## config.mk

```make
export PLATFORM = sky130hd
export DESIGN_NAME = data_sram_bridge
export DESIGN_NICKNAME = d
export VERILOG_FILES = /design/src/rtl/data_sram_bridge.sv
export SDC_FILE = /design/constraint.sdc
export NUM_CORES = 1
export LEC_CHECK = 0
export ABC_AREA = 1
export CAP_MARGIN = 20
export CELL_PAD_IN_SITES_DETAIL_PLACEMENT = 0
export CELL_PAD_IN_SITES_GLOBAL_PLACEMENT = 1
export CORE_MARGIN = 2
export CORE_UTILIZATION = 30
export DETAILED_ROUTE_END_ITERATION = 6
export GPL_ROUTABILITY_DRIVEN = 0
export MAX_ROUTING_LAYER = met4
export PLACE_DENSITY = 0.91
export SYNTH_ARGS = -nofsm -noshare
export SYNTH_HDL_FRONTEND = slang
export SYNTH_SLANG_ARGS = --single-unit
```

## constraint.sdc

```tcl
create_clock -name clk -period 2.31 [get_ports clk]
set_input_delay 0.462 -clock clk [delete_from_list [all_inputs] [get_ports clk]]
set_output_delay 0.462 -clock clk [all_outputs]
set_load 0.01 [all_outputs]
```

## src/rtl/data_sram_bridge.sv

```systemverilog
// Bridges the CPU's single-cycle data SRAM port onto a req/addr_ok/data_ok bus,
// one access at a time, stalling IF..EX until the bus answers.
module data_sram_bridge #(
   parameter int unsigned MAX_WAIT = 255
) (
   input  logic        clk,
   input  logic        rst,
   input  logic        data_sram_en,
   input  logic [3:0]  data_sram_wen,
   input  logic [31:0] data_sram_addr,
   input  logic [31:0] data_sram_wdata,
   output logic [31:0] data_sram_rdata,
   input  logic        ex_stall,
   output logic        stallreq,
   output logic        req,
   output logic        wr,
   output logic [3:0]  wstrb,
   output logic [31:0] addr,
   output logic [31:0] wdata,
   input  logic        addr_ok,
   input  logic        data_ok,
   input  logic [31:0] rdata,
   output logic        err
);

   typedef enum logic [1:0] {IDLE, REQ, WAIT, DONE} state_t;

   localparam logic [7:0] MAX_CNT = 8'(MAX_WAIT);

   state_t     state, state_next;
   logic [7:0] wait_cnt;
   logic [7:0] cnt_inc;
   logic       start;
   logic       busy;
   logic       finish;

   assign start   = (state == IDLE) && data_sram_en;
   assign busy    = (state == REQ) || (state == WAIT);
   assign finish  = ((state == REQ) && addr_ok && data_ok) || ((state == WAIT) && data_ok);
   assign cnt_inc = (wait_cnt == MAX_CNT) ? wait_cnt : wait_cnt + 8'd1;
   assign req     = (state == REQ);

   // NOTE: sequential state uses non-blocking assignments so every register
   // samples pre-edge values regardless of statement order.
   always_ff @(posedge clk) begin
      if (rst) state <= IDLE;
      else     state <= state_next;
   end

   // NOTE: every always_comb output gets a default first so no path leaves
   // it unassigned, which would infer a latch.
   always_comb begin
      state_next = state;
      stallreq   = 1'b0;
      case (state)
         IDLE: begin
            if (data_sram_en) begin
               state_next = REQ;
               stallreq   = 1'b1;
            end
         end
         REQ: begin
            stallreq = 1'b1;
            if (addr_ok) state_next = data_ok ? DONE : WAIT;
         end
         WAIT: begin
            stallreq = 1'b1;
            if (data_ok) state_next = DONE;
         end
         DONE: begin
            // The access instruction is still in EX while ex_stall holds it.
            if (!ex_stall) state_next = IDLE;
         end
         default: state_next = IDLE;
      endcase
   end

   always_ff @(posedge clk) begin
      if (rst) begin
         wr    <= 1'b0;
         wstrb <= 4'h0;
         addr  <= 32'h0;
         wdata <= 32'h0;
      end else if (start) begin
         wr    <= |data_sram_wen;
         wstrb <= data_sram_wen;
         addr  <= data_sram_addr;
         wdata <= data_sram_wdata;
      end
   end

   // Load data is held until the next load completes so MEM sees it late.
   always_ff @(posedge clk) begin
      if (rst)                data_sram_rdata <= 32'h0;
      else if (finish && !wr) data_sram_rdata <= rdata;
   end

   always_ff @(posedge clk) begin
      if (rst) begin
         wait_cnt <= 8'h0;
         err      <= 1'b0;
      end else if (start) begin
         wait_cnt <= 8'h0;
      end else if (busy) begin
         wait_cnt <= cnt_inc;
         if (cnt_inc == MAX_CNT) err <= 1'b1;
      end
   end

endmodule

```

==> impl_metrics.toml, run 1 <==
[outcome]
status = "complete, no violations"

[detailed_routing]
drt_iter0_markers = 227
num_vias = 4208
drc = 0
wl_per_cell_um = 13.2
viasPerCell = 4.44
wl_um = 12500
ant_nets = 0
drt_pass1_iterations = 4

[clock_network]
cts_made_buffers = 9
cts_sinks = 112
insertion_delay_ns = 0.35
clock-root-buffer = "clkbuf_16"
cts_max_path_buffers = 2
clk_pin_slew_ns = 0.07
post_cts.repair.setup_buffers = 0
htree_levels = 3
cts_tree = "built"
cts_hold_buffers = 0

[logic_synthesis]
yosysTopAreaCellShare_pct = 52.9
asyncSetResetFlopFracSynth_pct = 0
synth-warning-count = 0
postSynthNetCount = 674
synth_seq_area_share_pct = 52.9
synth-seq-cells = 112
synth_cells = 561
netlist_area_um2 = 4240
yosys.area.top_type = "dfxtp_1"
ys_top_cells_by_area = "dfxtp_1 53%, nor2_1 19%, o21ai_0 12%"
ys_types = 24
synth_edf_count = 0
synthFlopType = "dfxtp_1"
avgSynthCellArea_um2 = 7.55

[critical_path]
crit_required_ns = 1.85
rr_worst_depth = 7
r2r_start = "state[0]$_SDFFE_PP0P_"
start_kind = "flop"
critPathCaptureType = "primary output"
ff2ff_setup_slack_ns = 0.37
rr_endpoint = "wr$_SDFFE_PP0P_"
crit_fanout = 6
worstPathArrival_ns = 1.60
setup.worst_path.class = "reg -> out"

[place]
pre_cts_ws_ns = 0.156
dp_hpwl_um = 9080
portBuffers = 209
dp_cells = 932

[finish]
finalNetCount = 876
fillers = 1382
fin_cells = 948
syn2layout_area_growth_pct = 62.3
ff_latch_area_um2 = 2240
multi_input_area_um2 = 1770
drive_gt1_share_pct = 6.12
antenna_cells = 0

[power_and_ir_drop]
vdd_ir_drop_max_uv = 404
power.density_nw_per_um2 = 1070
power_mw = 7.34
leakage_nw = 2.72

[timing]
maxSlewHeadroom_pct = 75.3
worst_slew_pin_slew_ns = 0.367
period_needed_ns = 2.06
finalClockSkew_ns = 0.00741
fin_ws_ns = 0.252
hold_violations = 0
fin_crit_sh_pct = 89.1
rsz0062_at_grt = "false"
fmax_mhz = 486
slew_viol_final = 0
setup-tns-final_ns = 0
setup_viol = 0

[floorplan]
die-area_um2 = 15100
fp.dieW_um = 123
die_h_um = 123
start_util_pct = 30.6
ios = 210
core_area_um2 = 13800
row_count = 43

[worst_hold_path]
min_from = "err$_SDFFE_PP0P_"
hp-class = "reg -> reg"
whs_path_depth = 2
whs_endpoint = "err$_SDFFE_PP0P_"

[global_routing]
antenna_found_initial = 0
grt_pass1_vias = 3896
grt_max_degree = 67
grt_overflow = 0
grt_pass1_wl_um = 19500
track_usage_pct = 17.1

[flow_run]
cap_violations = 0
cells in the mapped netlist (2+ instances only):
| cell | instances |
|---|---|
| nor2_1 | 217 |
| nand2_2 | 2 |
| a21oi_1 | 6 |
| ha_1 | 7 |
| o21ai_1 | 12 |
| dfxtp_1 | 112 |
| inv_2 | 5 |
| nor2_4 | 2 |
| nand3_1 | 10 |
| nor3_1 | 2 |
| clkbuf_1 | 24 |
| a21oi_2 | 2 |
| inv_1 | 22 |
| buf_2 | 8 |
| nand2_1 | 21 |
| nand4_1 | 2 |
| o21ai_0 | 100 |
placed cells by master (no fill, tap or decap), drive strengths merged:
cell / count
nor2: 219
nand3: 10
o211ai: 1
ha: 7
buf: 14
a211oi: 1
a221oi: 1
nor3: 2
bufinv: 1
o21bai: 1
clkbuf: 10
nand4: 2
nand2: 24
dlygate4sd2: 1
clkinv: 1
o21ai: 112
clkinvlp: 4
dfxtp: 112
xor2: 1
clkdlybuf4s50: 208
a21oi: 9
inv: 27
layer usage:
layer | up-vias | routed length, µm | GRT usage, %
li1 | 2191 | - | -
met1 | 1870 | 5170 | 19.5
met2 | 126 | 6060 | 28.2
met3 | 21 | 956 | 5.25
met4 | 0 | 288 | 6.39
met5 | - | 0 | -
flip-flops by register name (all words and copies together) (netlist names):
name	cells
addr	32
data_sram_rdata	32
err	1
wstrb	4
wdata	32
state	2
wr	1
wait_cnt	8
how the worst max path moves through the flow:
| stage | from | to | slack, ns | cells past startpoint |
|---|---|---|---|---|
| 5_1_grt | state[1]$_SDFFE_PP0P_ | stallreq | 0.15 | 5 |
| 6_report | state[0]$_SDFFE_PP0P_ | stallreq | 0.25 | 5 |
| 2_1_floorplan | state[0]$_SDFFE_PP0P_ | stallreq | 0.47 | 5 |
| 4_1_cts | state[0]$_SDFFE_PP0P_ | stallreq | 0.23 | 5 |
| 3_3_place_gp | data_sram_en | stallreq | 0.17 | 4 |
| 3_5_place_dp | data_sram_en | wr$_SDFFE_PP0P_ | 0.16 | 6 |
timing repair:
action	CTS	global route
setup endpoints to repair	1	0
endpoints found under the hold margin	0	0
resized for setup	3	0
area by class of cell:
class	instances	area share, %
sequential	112	32.6
timing repair buffer	223	32.5
multi-input combinational	390	25.7
clock buffer	10	3.47
tap	180	3.27
inverter	27	1.47
clock inverter	6	1.00
cell families after synthesis:
kind of cell / count (synthesis) / share of synthesized area [%]
simple gates: 257 / 23.9
compound gates: 125 / 15.5
flops: 112 / 52.9
buf+inv: 59 / 5.46
fa+ha+maj: 7 / 2.07
xor+xnor: 1 / 0.207
per-stage QoR:
| step | util [%] | hold slack [ns] | instance area, µm² |
|---|---|---|---|
| global placement | 47.5 | 0.449 | 6570 |
| floorplan | - | 0.478 | 4240 |
| finish | 49.8 | 0.476 | 6880 |
| global route | 49.8 | 0.502 | 6880 |
| detailed placement | 47.5 | 0.463 | 6570 |
| CTS | 49.8 | 0.477 | 6880 |
report_power, final:
part / switching [mW] / internal, mW / total [mW] / leakage, nW
Clock: 0.719 / 0.872 / 1.59 / 0.137
Sequential: 0.301 / 2.46 / 2.76 / 0.923
Combinational: 1.49 / 1.50 / 2.99 / 1.66
worst max-delay path, stage by stage (launching register included):
cell           delay (ns)
dfxtp_2              0.38
inv_1                0.10
ha_1                 0.33
inv_2                0.05
a21oi_1              0.12
dlygate4sd2_1        0.27
Note: power is estimated with default switching activity, not from simulation.
==> run 2, diff against run 1 <==
--- a/config.mk
+++ b/config.mk
@@ -10,11 +10,10 @@
 export CELL_PAD_IN_SITES_DETAIL_PLACEMENT = 0
 export CELL_PAD_IN_SITES_GLOBAL_PLACEMENT = 1
 export CORE_MARGIN = 2
-export CORE_UTILIZATION = 30
+export CORE_UTILIZATION = 25
 export DETAILED_ROUTE_END_ITERATION = 6
-export GPL_ROUTABILITY_DRIVEN = 0
 export MAX_ROUTING_LAYER = met4
-export PLACE_DENSITY = 0.91
+export PLACE_DENSITY = 0.81
 export SYNTH_ARGS = -nofsm -noshare
 export SYNTH_HDL_FRONTEND = slang
 export SYNTH_SLANG_ARGS = --single-unit
==> constraint.sdc (replaced) <==
create_clock -name clk -period 1.8 [get_ports clk]
set_input_delay 0.36 -clock clk [delete_from_list [all_inputs] [get_ports clk]]
set_output_delay 0.36 -clock clk [all_outputs]
set_load 0.01 [all_outputs]
==> run 2 against run 1 <==
Against the previous run:
- critical path depth unchanged
- cell count up 4.5%
- clock skew down 0.0027 ns
- design area up 2.1%
- global-route usage down 2.1 points
- worst hold slack worse by 0.0067 ns
- sequential share of layout area down 0.70 points
- via count down 0.17%
- sequential power up 27%
==> impl_metrics.toml, run 2 (synthesized netlist as in run 1, its figures left out) <==
[power_and_ir_drop]
power.density_nw_per_um2 = 1360
vdd_ir_drop_max_uv = 622
leakage_nw = 2.77

[global_routing]
track_usage_pct = 15.1
grt_overflow = 0
antenna_found_initial = 0
grt_max_degree = 66
grt_pass1_wl_um = 20600
grt_pass1_vias = 3896

[finish]
syn2layout_area_growth_pct = 65.7
antenna_cells = 0
finalNetCount = 881
final_common_cell = "nor2_1"
fin_cells = 991
fin_util_pct = 42.3
largestRegisters = "addr: 32 flops, data_sram_rdata: 32 flops, wdata: 32 flops"
drive_gt1_share_pct = 6.23
layout_common_cells = "217 x nor2_1, 207 x clkdlybuf4s50_1, 112 x dfxtp_1, 97 x o21ai_0, 21 x inv_1"

[clock_network]
htree_levels = 3
cts_tree = "built"
clock-root-buffer = "clkbuf_16"
clk_pin_slew_ns = 0.07
cts_hold_buffers = 0
insertion_delay_ns = 0.35
cts_made_buffers = 9
cts_max_path_buffers = 2
cts_sinks = 112

[critical_path]
worstPathArrival_ns = 1.35
setup.worst_path.class = "reg -> out"
crit_required_ns = 1.44
crit_fanout = 2
critPathCaptureType = "primary output"
start_kind = "flop"

[place]
dp_cells = 977
pre_cts_ws_ns = -0.161
dp_hpwl_um = 9240
portBuffers = 209
gp_congestion = 0.772

[floorplan]
fp.dieW_um = 134
ios = 210
core_area_um2 = 16600
start_util_pct = 25.6
die-area_um2 = 18000
die_h_um = 134
row_count = 47

[timing]
slew_viol_final = 0
fin_ws_ns = 0.0859
fin_crit_sh_pct = 95.2
maxSlewHeadroom_pct = 75.5
finalClockSkew_ns = 0.00474
setup_viol = 0
hold_violations = 0
fmax_mhz = 583
period_needed_ns = 1.71
worst_slew_pin_slew_ns = 0.364
rsz0062_at_grt = "true"

[detailed_routing]
drc = 0
wl_um = 13000
num_vias = 4201
drt_iter0_markers = 139
drt_pass1_iterations = 4
wl_per_cell_um = 13.1
viasPerCell = 4.24
ant_nets = 0

[outcome]
status = "complete, no violations"

[worst_hold_path]
hp-class = "reg -> reg"

[flow_run]
cap_violations = 0
==> run 2: cell count changes in the layout (fill, tap and decap cells not counted), sizes merged <==
cell,change
buf,+6
clkbuf,+1
clkdlybuf4s50,-1
clkinv,-1
clkinvlp,-2
==> run 2: power breakdown <==
group	leakage (nW)	internal (mW)	switching [mW]
clock	0.128	1.07	0.886
combinational	1.72	2.09	2.00
sequential	0.922	3.15	0.357
==> run 2: per-layer routing <==
metal  up-vias  part of all wire, %  track usage, %  routed length, µm
li1       2204                    -               -                  -
met1      1873                   43            17.5               5650
met2       113                   49            24.9               6390
met3        11                  6.1            4.72                789
met4         0                  1.4            4.80                185
met5         -                    0               -                  0
==> run 2: final cells by class <==
class	instances	area, µm²
fill	1711	9560
inverter	27	101
timing repair buffer	228	2360
multi-input combinational	390	1770
tap	220	275
clock buffer	11	233
sequential	112	2240
clock inverter	3	45.0
==> run 2: final timing paths <==
kind	start	to	slack [ns]	cells after the start
max	state[0]$_SDFFE_PP0P_	stallreq	0.09	5
min	err$_SDFFE_PP0P_	err$_SDFFE_PP0P_	0.47	2
max reg2reg	state[0]$_SDFFE_PP0P_	data_sram_rdata[8]$_SDFFE_PP0P_	0.19	10
min reg2reg	err$_SDFFE_PP0P_	err$_SDFFE_PP0P_	0.47	2
==> run 2: timing repair <==
action / in CTS / in global routing
setup endpoints to repair: 2 / 28
setup buffers: 0 / 0
resized for setup: 5 / 5
pin swaps: 0 / 1
==> run 2: through the flow <==
step / instance area [µm²] / hold WS [ns] / power, mW / TNS, ns
after floorplan: 4240 / 0.422 / 5.48 / 0
after global placement: 6750 / 0.451 / 7.68 / -0.142
after detailed placement: 6750 / 0.453 / 7.72 / -0.161
after CTS: 7020 / 0.469 / 9.71 / 0
after global routing: 7020 / 0.494 / 10.3 / -0.00492
final: 7020 / 0.470 / 9.54 / 0
==> run 2: critical path, cell delays in order (launching register included) <==
cell and delay (ns):
dfxtp_1 0.33, inv_1 0.06, ha_1 0.30, inv_2 0.05, a21oi_1 0.13, buf_2 0.14
